===== config.mk =====
export PLATFORM = sky130hd
export DESIGN_NAME = alu_arbiter
export DESIGN_NICKNAME = d
export VERILOG_FILES = /design/src/rtl/alu_arbiter_pkg.sv /design/src/rtl/rr_arb2.sv /design/src/rtl/alu_arbiter.sv
export SDC_FILE = /design/constraint.sdc
export NUM_CORES = 1
export LEC_CHECK = 0
export CAP_MARGIN = 25
export CORE_UTILIZATION = 35
export CTS_BUF_LIST = sky130_fd_sc_hd__clkbuf_16
export DETAILED_ROUTE_END_ITERATION = 6
export PLACE_DENSITY = 0.81
export SYNTH_ARGS = -nofsm -noshare
export SYNTH_HDL_FRONTEND = slang
export SYNTH_HIERARCHICAL = 1
export SYNTH_SLANG_ARGS = --single-unit
export TNS_END_PERCENT = 10

===== constraint.sdc =====
create_clock -name clk_i -period 4.4 [get_ports clk_i]
set_clock_uncertainty 0.05 [all_clocks]
set_input_delay 0.88 -clock clk_i [delete_from_list [all_inputs] [get_ports clk_i]]
set_output_delay 0.88 -clock clk_i [all_outputs]
set_load 0.005 [all_outputs]

===== src/rtl/alu_arbiter_pkg.sv =====
// Shared definitions for the two-requester ALU arbiter: op codes, FSM states,
// operand bundle and wait-counter helpers.
package alu_arbiter_pkg;

  // Default number of cycles operands are held on the ALU before sampling.
  localparam int unsigned AluWaitDefault = 2;

  // Wait counter width; covers the legal ALU_WAIT range 1..15.
  localparam int unsigned CntW = 4;

  // Op codes understood by the shared ALU. The arbiter never decodes them.
  typedef enum logic [2:0] {
    OpForward = 3'b000,
    OpAdd     = 3'b001,
    OpAnd     = 3'b010,
    OpOr      = 3'b011
  } alu_op_e;

  typedef enum logic {
    StIdle = 1'b0,
    StBusy = 1'b1
  } state_e;

  // Operands as presented to the ALU.
  typedef struct packed {
    logic [7:0] data1;
    logic [7:0] data2;
    logic [2:0] select;
  } operands_t;

  // Counter load value: the grant cycle itself counts as the first wait cycle.
  function automatic logic [CntW-1:0] wait_load(input int unsigned alu_wait);
    return CntW'(alu_wait - 1);
  endfunction

endpackage


===== src/rtl/rr_arb2.sv =====
// Two-way round-robin winner selection with a last-grant pointer.
module rr_arb2 (
  input  logic       clk_i,
  input  logic       reset_i,
  input  logic [1:0] req_i,
  input  logic       update_i,
  output logic       valid_o,
  output logic       winner_o
);

  logic last_q;
  logic last_d;
  logic winner;

  // Single requester wins outright; on a tie the one not granted last wins.
  always_comb begin
    winner = 1'b0;
    unique case (req_i)
      2'b01:   winner = 1'b0;
      2'b10:   winner = 1'b1;
      2'b11:   winner = ~last_q;
      default: winner = 1'b0;
    endcase
  end

  // Pointer tracks the winner of every accepted grant.
  always_comb begin
    last_d = last_q;
    if (update_i && (|req_i)) begin
      last_d = winner;
    end
  end

  // Pointer register; reset to 1 so requester 0 wins the first tie.
  always_ff @(posedge clk_i) begin
    if (reset_i) begin
      last_q <= 1'b1;
    end else begin
      last_q <= last_d;
    end
  end

  assign valid_o  = |req_i;
  assign winner_o = winner;

endmodule


===== src/rtl/alu_arbiter.sv =====
// Arbitrates two requesters onto one shared, externally instantiated ALU.
// Operands are held for ALU_WAIT cycles, then the ALU result is registered.
module alu_arbiter
  import alu_arbiter_pkg::*;
#(
  // Legal range 1..15.
  parameter int unsigned ALU_WAIT = AluWaitDefault
) (
  input  logic       clk_i,
  input  logic       reset_i,
  input  logic       req0_i,
  input  logic       req1_i,
  input  logic [7:0] data1_0_i,
  input  logic [7:0] data2_0_i,
  input  logic [7:0] data1_1_i,
  input  logic [7:0] data2_1_i,
  input  logic [2:0] select0_i,
  input  logic [2:0] select1_i,
  output logic       gnt0_o,
  output logic       gnt1_o,
  output logic [7:0] alu_data1_o,
  output logic [7:0] alu_data2_o,
  output logic [2:0] alu_select_o,
  input  logic [7:0] alu_result_i,
  output logic [7:0] result_o,
  output logic       result_valid_o,
  output logic       result_id_o
);

  state_e          state_q;
  logic [CntW-1:0] cnt_q;
  operands_t       ops_q;
  operands_t       ops_d;
  logic            owner_q;
  logic            gnt0_q;
  logic            gnt1_q;
  logic [7:0]      result_q;
  logic            result_valid_q;
  logic            result_id_q;

  logic            arb_en;
  logic            req_any;
  logic            winner;

  // Arbitration only counts while idle; requests during BUSY are ignored.
  assign arb_en = (state_q == StIdle);

  rr_arb2 u_rr_arb2 (
    .clk_i    (clk_i),
    .reset_i  (reset_i),
    .req_i    ({req1_i, req0_i}),
    .update_i (arb_en),
    .valid_o  (req_any),
    .winner_o (winner)
  );

  // Operand mux selecting the current winner's inputs.
  always_comb begin
    ops_d = '{data1: data1_0_i, data2: data2_0_i, select: select0_i};
    if (winner) begin
      ops_d = '{data1: data1_1_i, data2: data2_1_i, select: select1_i};
    end
  end

  // Control FSM, wait counter and all registered outputs.
  always_ff @(posedge clk_i) begin
    if (reset_i) begin
      state_q        <= StIdle;
      cnt_q          <= '0;
      ops_q          <= '0;
      owner_q        <= 1'b0;
      gnt0_q         <= 1'b0;
      gnt1_q         <= 1'b0;
      result_q       <= 8'h00;
      result_valid_q <= 1'b0;
      result_id_q    <= 1'b0;
    end else begin
      gnt0_q         <= 1'b0;
      gnt1_q         <= 1'b0;
      result_valid_q <= 1'b0;
      unique case (state_q)
        StIdle: begin
          if (req_any) begin
            ops_q   <= ops_d;
            owner_q <= winner;
            gnt0_q  <= ~winner;
            gnt1_q  <= winner;
            cnt_q   <= wait_load(ALU_WAIT);
            state_q <= StBusy;
          end
        end
        StBusy: begin
          if (cnt_q != '0) begin
            cnt_q <= cnt_q - 1'b1;
          end else begin
            result_q       <= alu_result_i;
            result_id_q    <= owner_q;
            result_valid_q <= 1'b1;
            state_q        <= StIdle;
          end
        end
        default: state_q <= StIdle;
      endcase
    end
  end

  assign gnt0_o         = gnt0_q;
  assign gnt1_o         = gnt1_q;
  assign alu_data1_o    = ops_q.data1;
  assign alu_data2_o    = ops_q.data2;
  assign alu_select_o   = ops_q.select;
  assign result_o       = result_q;
  assign result_valid_o = result_valid_q;
  assign result_id_o    = result_id_q;

  gnt_exclusive_a: assert property (@(posedge clk_i) disable iff (reset_i)
    !(gnt0_q && gnt1_q));

endmodule


* Word-level counts from Yosys, hierarchy flattened
Cells that the tools add are included.
** Storage, ports and cells
- Register bits after elaboration :: 38
- Latch bits :: 0
- Memory bits (writable) :: 0
- Memory bits (read-only) :: 0
- Input port bits :: 50
- Output and inout bits :: 31
- Logic and storage cells :: 39
- Memories kept :: 0
** Cells by class
- Add/subtract/negate cells :: 1
- Multipliers :: 0
- Div/mod/pow operators :: 0
- Magnitude comparators :: 0
- Eq/ne operators :: 4
- Shifts and indexed selects :: 0
- Multiplexer cells :: 9
- Bitwise logic cells :: 5
- Reductions and logical operators :: 8
** Operators by type and width (number)
- $mux 19 :: 1
- $mux 4 :: 2
- $pmux 4 s2 :: 1
- $reduce_and 2->1 :: 3
- $not 1->1 :: 5
- $eq 2x2->1 const B :: 2
- $pmux 1 s2 :: 2
- $reduce_bool 4->1 :: 1
- $reduce_or 2->1 :: 2
- $sub 4x1->4 const B :: 1
- $mux 1 :: 3
- $reduce_or 3->1 :: 1
- $ne 2x1->1 const B :: 1
- $ne 2x2->1 const B :: 1
- $logic_and 1x1->1 :: 1

* Longest topological paths before layout
- Depth after elaboration :: 3
- Gate-level depth with buffers :: 6
- Gate-level depth less buffers :: 5

* Modules after synthesis
Netlist, hierarchy kept.
** Modules (own cells, without submodules)
- alu_arbiter :: instances 1, cells an instance 169, area each 1706.6 µm², sequential area each 740.7 µm²
- rr_arb2 :: instances 1, cells an instance 6, area each 56.3 µm², sequential area each 20.0 µm²

* Least setup slack after synthesis
No wires, ideal clock.
- Path type :: input -> register
- Start :: input req1_i
- End :: register ops_q (netlist bit alu_data1_o[0])
- Library setup time :: 146 ps
- Arrival :: 1685 ps
- Required time :: 4204 ps
- Slack :: 2519 ps
- Stages on the path :: 6
- Path buffers :: 2
- Cell sequence :: or2_2 nor2b_4 buf_6 buf_6 nor2_1 a211oi_2
** On the way
- Word-level cells in the longest chain between the ends :: 3
- Elaborated cells on any way between the ends :: 6
- Classes of those cells :: 2 x eq/ne; 2 x mux; 2 x reduce/logical
** RTL lines
- start, declared :: RTL line alu_arbiter.sv:12 : input logic req1_i,
- $eq 2x2->1 :: RTL line rr_arb2.sv:18 : unique case (req_i)
- $pmux 1 s2 :: RTL line rr_arb2.sv:18
- $mux 19 :: RTL line alu_arbiter.sv:60 : if (winner) begin
- end signal, assigned :: RTL line alu_arbiter.sv:84 : ops_q <= ops_d;
- end, declared :: RTL line alu_arbiter.sv:32 : operands_t ops_q;
Parallel ways exist; a longest one is shown, timed or not.
A chain may end at the register's enable or synchronous reset.

* Final worst setup path
- Start :: input req0_i
- End :: register ops_q (netlist bit alu_select_o[2])
** On the way
- Elaborated cells on any way between the ends :: 6
- Classes of those cells :: 2 x eq/ne; 2 x mux; 2 x reduce/logical
** RTL lines
- start, declared :: RTL line alu_arbiter.sv:11 : input logic req0_i,
- $reduce_or 2->1 :: RTL line rr_arb2.sv:43 : assign valid_o = |req_i;
- named net req_any :: RTL line alu_arbiter.sv:42 : logic req_any;
- $reduce_and 2->1 (no source line)
The timed path passes the listed nets, and every way through them passes these cells.

==> impl_metrics.py <==
metrics = {
    "pwr": {
        "cell_internal_pwr_w": 0.000834,
        "comb_power_share_pct": 33.6,
        "irDropWorstVdd_uv": 217,
        "net-switching-power_w": 0.000345,
        "p_leak_nw": 1.02,
        "switching_share_pct": 29.3,
        "p_seq_share_pct": 38.3,
        "power_density_mw_per_mm2": 440,
        "p_clk_share_pct": 28.1,
        "power_w": 0.00118,
    },
    "critical_path": {
        "cp_cell_sequence": "clkdlybuf4s50_1, or2_2, nor2b_4, buf_4, nor2_1, a211oi_2",
        "startpoint_type": "input pin",
        "r2r_slack_ns": 2.74,
        "crit_required_ns": 4.54,
        "end_kind": "register",
        "rr_startpoint": "state_q",
        "r2r-end": "alu_select_o[2]",
        "crit_fanout": 26,
        "critPathKind": "in -> reg",
        "rr_worst_depth": 4,
        "critPathTopFamily": "buffers and inverters",
        "worstPathArrival_ns": 2.61,
        "critPathBufInv": 2,
        "slowest_delay_ns": 0.50,
        "slowest_stage": "clkdlybuf4s50_1",
    },
    "yosys": {
        "yosysTopAreaCell": "dfxtp_1",
        "ys_seq_elements": 38,
        "syn_nets": 227,
        "synth_warnings": 6,
        "post-synth-top-count-cell": "dfxtp_1",
        "synth_area_leaders": "dfxtp_1 (43%), a211oi_2 (13%), mux2i_1 (11%), nor2_1 (5.1%), nand2_1 (4.0%)",
        "synth_xor_area_share_pct": 0,
        "synth_compound_area_share_pct": 19.9,
        "synthMuxAreaShare_pct": 12.2,
        "synth-edff-count": 0,
        "yosys.area_share.simple_pct": 15.5,
        "synth_top_family_by_area": "compound AO/OA/AOI/OAI gates",
        "synthTopCellsByCount": "dfxtp_1 (38), nor2_1 (24), mux2i_1 (20)",
        "synth_async_sr_flop_share_pct": 0,
        "synth-main-ff-cell": "dfxtp_1",
        "synthAdderAreaFrac_pct": 1.42,
        "synth.avg_cell_area_um2": 10.1,
        "synth_cell_types": 31,
        "synth_top_area_share_pct": 43.2,
        "syn_area_mm2": 0.00176,
        "synth_cells": 175,
        "seq_area_frac_synth_pct": 43.2,
    },
    "cts": {
        "cts.sinks": 38,
        "htreeDepth": 2,
        "max-clock-path-buffers": 2,
        "cts_tree": "done",
        "cts_root_buffer": "clkbuf_16",
        "post_cts_resized": 0,
        "clock_latency_ns": 0.27,
        "cts_hold_buf": 0,
        "clk_pin_slew_ns": 0.05,
        "cts_setup_buffers": 0,
        "cts_made_buffers": 5,
    },
    "die": {
        "pin_count": 81,
        "rows": 25,
        "coreArea_mm2": 0.00479,
        "die_x_um": 73.0,
        "die-area_mm2": 0.00532,
        "start_util_pct": 36.8,
        "die_height_um": 73.0,
    },
    "final_layout": {
        "fin_cells": 317,
        "area_growth_pct": 52.1,
        "n_antenna_cell": 0,
        "nets": 301,
        "final_layout_size_suffix_gt1_share_pct": 14.4,
    },
    "place": {
        "globalplace.congestion": 0.813,
        "dp_hpwl_um": 2860,
        "place_ws_ns": 1.61,
        "dp.cells": 309,
        "numPortBuffers": 80,
    },
    "grt": {
        "grt_pass1_vias": 1418,
        "grt_pass1_wl_um": 6240,
        "grt_util_met1_pct": 16.1,
        "grt_overflow": 0,
        "grt_usage_pct": 15.5,
        "grt_use_met2_pct": 28.7,
        "met3_usage_pct": 5.39,
        "grt_max_degree": 39,
        "grt.busiest_layer": "met2",
        "antenna_found_initial": 0,
    },
    "run": {
        "cap_violations": 0,
    },
    "timing": {
        "hold_viol": 0,
        "timing.final.crit_share_pct": 56.1,
        "worst_slew_pin_slew_ns": 0.885,
        "setup_viol": 0,
        "tns_ns": 0,
        "hold_slack_ns": 0.402,
        "layout_min_cycle_time_ns": 2.47,
        "slew_violations": 0,
        "relSlewSlack_pct": 41.0,
        "fmax_mhz": 405,
        "rsz0062_at_grt": "false",
        "setup_slack_ns": 1.93,
    },
    "min_path": {
        "worst_hold_path.endpoint": "result_o[0]",
        "hold_path.class": "reg -> reg",
        "min_from": "result_o[0]",
        "min_path_cells": 2,
    },
    "route": {
        "drtIter0Drc": 64,
        "drt-pass1-iter-count": 4,
        "wl_um": 3860,
        "drt-wirelength-per-cell_um": 12.2,
        "routed_via_density": 4.73,
        "vias": 1500,
        "ant_nets": 0,
        "drc_errors": 0,
    },
    "status": {
        "status": "finished clean",
    },
}
logic make-up (layout without fill, tap and decap cells):
kind of cell,count (synthesis),in the layout
compound gates,37,37
simple gates,57,57
mux,21,21
buf+inv,20,95
flops,38,38
fa+ha+maj,2,2
final cells by class:
class | instances | area [µm²]
clock inverter | 3 | 12.5
fill | 441 | 2100
tap | 67 | 83.8
multi-input combinational | 117 | 870
inverter | 5 | 18.8
clock buffer | 5 | 125
timing repair buffer | 82 | 811
sequential | 38 | 761
power groups by stage:
| stage | combinational, W | clock (W) | sequential, W |
|---|---|---|---|
| after global routing | 0.000439 | 0.000358 | 0.000463 |
| after detailed placement | 0.000400 | 0 | 0.000460 |
| final | 0.000396 | 0.000331 | 0.000452 |
| after floorplan | 0.000259 | 0 | 0.000452 |
| after CTS | 0.000402 | 0.000341 | 0.000453 |
| after global placement | 0.000392 | 0 | 0.000457 |
how the worst max path moves through the flow:
stage / start / endpoint / slack (ns) / cells after the start
6_report: req0_i / alu_select_o[2] / 1.93 / 6
5_1_grt: req1_i / alu_select_o[2] / 1.80 / 6
4_1_cts: req0_i / alu_select_o[2] / 1.90 / 6
3_5_place_dp: req0_i / alu_select_o[2] / 1.61 / 6
3_3_place_gp: req0_i / alu_data2_o[4] / 1.70 / 6
2_1_floorplan: req1_i / alu_data1_o[0] / 2.52 / 6
per-stage QoR:
step                      utilization, %  instance area, µm²
after detailed placement            53.2                2540
after CTS                           56.0                2680
after global routing                56.0                2680
after floorplan                        -                1760
after global placement              53.2                2540
final                               56.0                2680
registers in the layout, summed over array words and instances, names as in the netlist:
| name | count |
|---|---|
| gnt0_o | 1 |
| cnt_q | 4 |
| result_id_o | 1 |
| alu_data2_o | 8 |
| alu_data1_o | 8 |
| result_o | 8 |
| alu_select_o | 3 |
| gnt1_o | 1 |
| owner_q | 1 |
| state_q | 1 |
| u_rr_arb2/last_q | 1 |
| result_valid_o | 1 |
routing by layer:
metal / up-vias / wire (µm)
li1: 757 / -
met1: 681 / 1550
met2: 56 / 1920
met3: 6 / 346
met4: 0 / 42
met5: - / 0
tightest hold or removal path, cell delays in order, from the launching register on:
cell	delay, ns
dfxtp_1	0.30
nand2_1	0.05
a21oi_1	0.05
cell usage in the layout, fill, tap and decap left out, types with 2 or more instances in the layout:
| cell type | n |
|---|---|
| nor2_1 | 24 |
| a21oi_1 | 11 |
| a211oi_2 | 19 |
| nor4_1 | 2 |
| clkdlybuf4s50_1 | 79 |
| buf_4 | 2 |
| nor3_1 | 2 |
| dfxtp_1 | 38 |
| and3_1 | 2 |
| clkbuf_16 | 5 |
| ha_1 | 2 |
| inv_1 | 6 |
| mux2i_1 | 20 |
| nand2_1 | 19 |
Note: power is estimated with default switching activity, not from simulation.
==> RTL edit, RTL diff (same flow settings) <==
Change the package constant `CntW` from 4 to 6.
--- a/src/rtl/alu_arbiter_pkg.sv
+++ b/src/rtl/alu_arbiter_pkg.sv
@@ -8,3 +8,3 @@
   // Wait counter width; covers the legal ALU_WAIT range 1..15.
-  localparam int unsigned CntW = 4;
+  localparam int unsigned CntW = 6;
 
Formal check against the unedited RTL: no difference found for any inputs over 10 cycles, from zero or initial values and one cycle with reset_i high; that may be too few to reach the edited logic, so the function may still have changed.
==> RTL edit against the unedited design <==
  * Critical path depth down 1
  * Area after synthesis down 1.6%
  * Final cell count up 4.7%
  * Via count up 9.2%
  * Sequential cell count up 2
  * First-iteration DRC count down 48%
  * Total power down 9.3%
  * Wire length up 7.8%
  * Global-route usage up 1.5 points
  * Die area down 1.6%
  * Worst setup slack worse by 0.015 ns
  * Final area up 2.0%
  * Critical endpoint is now alu_data2_o[4]
  * Largest power group unchanged
  * Highest routed layer unchanged
==> RTL edit: results (changes against the unedited design) <==
worst_path_max_delay_cell: "a21boi_2"  # was clkdlybuf4s50_1
synth_common_cells: "40 x dfxtp_1, 22 x nor2_1, 20 x a211oi_1, 19 x mux2i_1, 16 x a21oi_1"  # was 38 x dfxtp_1, 24 x nor2_1, 20 x mux2i_1, 19 x a211oi_2, 19 x nand2_1
leakage_uw: 0.00101  # was 0.00102 uW
gr-usage-all-layers_pct: 17.0  # was 15.5%
worstPathMaxFanout: 14  # was 26
power_switching_uw: 294  # was 345 uW
cpPeakStageDelay_ns: 0.52  # was 0.50 ns
place_area_um2: 2590  # was 2540 um2
layout-drive-gt1-share_pct: 6.79  # was 14.4%
grt_first_pass_wirelength_um: 6980  # was 6240 um
wire_per_inst_um: 12.5  # was 12.2 um
wl_um: 4160  # was 3860 um
nNetsFinal: 316  # was 301
first_iter_violations: 33  # was 64
vias_per_cell: 4.93  # was 4.73
vdd_ir_drop_max_v: 0.000207  # was 0.000217 V
dp_hpwl_um: 2940  # was 2860 um
synthMuxAreaShare_pct: 11.0  # was 12.2%
synth_cell_types: 35  # was 31
place_congestion: 0.772  # was 0.813
synth_cells: 188  # was 175
cp-endpoint: "alu_data2_o[4]"  # was alu_select_o[2]
rr_worst_depth: 5  # was 4
crit_arrival_ns: 2.56  # was 2.61 ns
rr_startpoint: "cnt_q[0]"  # was state_q
synth_nets: 240  # was 227
timing.fmax_mhz: 403  # was 405 MHz
status: "finished, final reports clean"  # unchanged
yosys.area_share.adder_pct: 1.44  # was 1.42%
grt_pass1_vias: 1613  # was 1418
RTL edit: worst min-delay path by stage:
stage	startpoint	to	slack, ns	cells past startpoint
5_1_grt	owner_q	owner_q	0.42	2
3_3_place_gp	owner_q	owner_q	0.40	2
4_1_cts	owner_q	owner_q	0.41	2
2_1_floorplan	owner_q	owner_q	0.39	2
6_report	owner_q	owner_q	0.41	2
3_5_place_dp	owner_q	owner_q	0.40	2
RTL edit: logic make-up (layout without fill, tap and decap cells):
logic type | count (synthesis) | after routing
flops | 40 | 40
mux | 19 | 19
simple gates | 53 | 53
buf+inv | 19 | 96
fa+ha+maj | 2 | 2
compound gates | 55 | 55
RTL edit: cell type report:
class | count | area, um2
fill | 448 | 2020
multi-input combinational | 129 | 857
timing repair buffer | 84 | 838
sequential | 40 | 801
clock buffer | 5 | 125
tap | 67 | 83.8
clock inverter | 3 | 15.0
inverter | 4 | 15.0
RTL edit: routing by layer:
layer  up-vias  GRT usage, %  part of all wire [%]  wire length, um
met3         6          5.56                   7.9              329
met2        65          29.5                    47             1930
met4         0          7.19                   1.1               46
met5         -             0                     0                0
met1       735          19.2                    44             1850
li1        832             -                     -                -
RTL edit: worst min-delay path, cell delays in order (launching register included):
cell and delay, ns:
dfxtp_1 0.31, nand2_1 0.05, a21oi_1 0.05
RTL edit: power by group through the flow:
stage	Combinational, uW	Clock [uW]	Sequential (uW)
floorplan	151	0	438
global placement	287	0	440
detailed placement	297	0	440
CTS	299	349	433
global route	327	362	439
finish	296	340	433
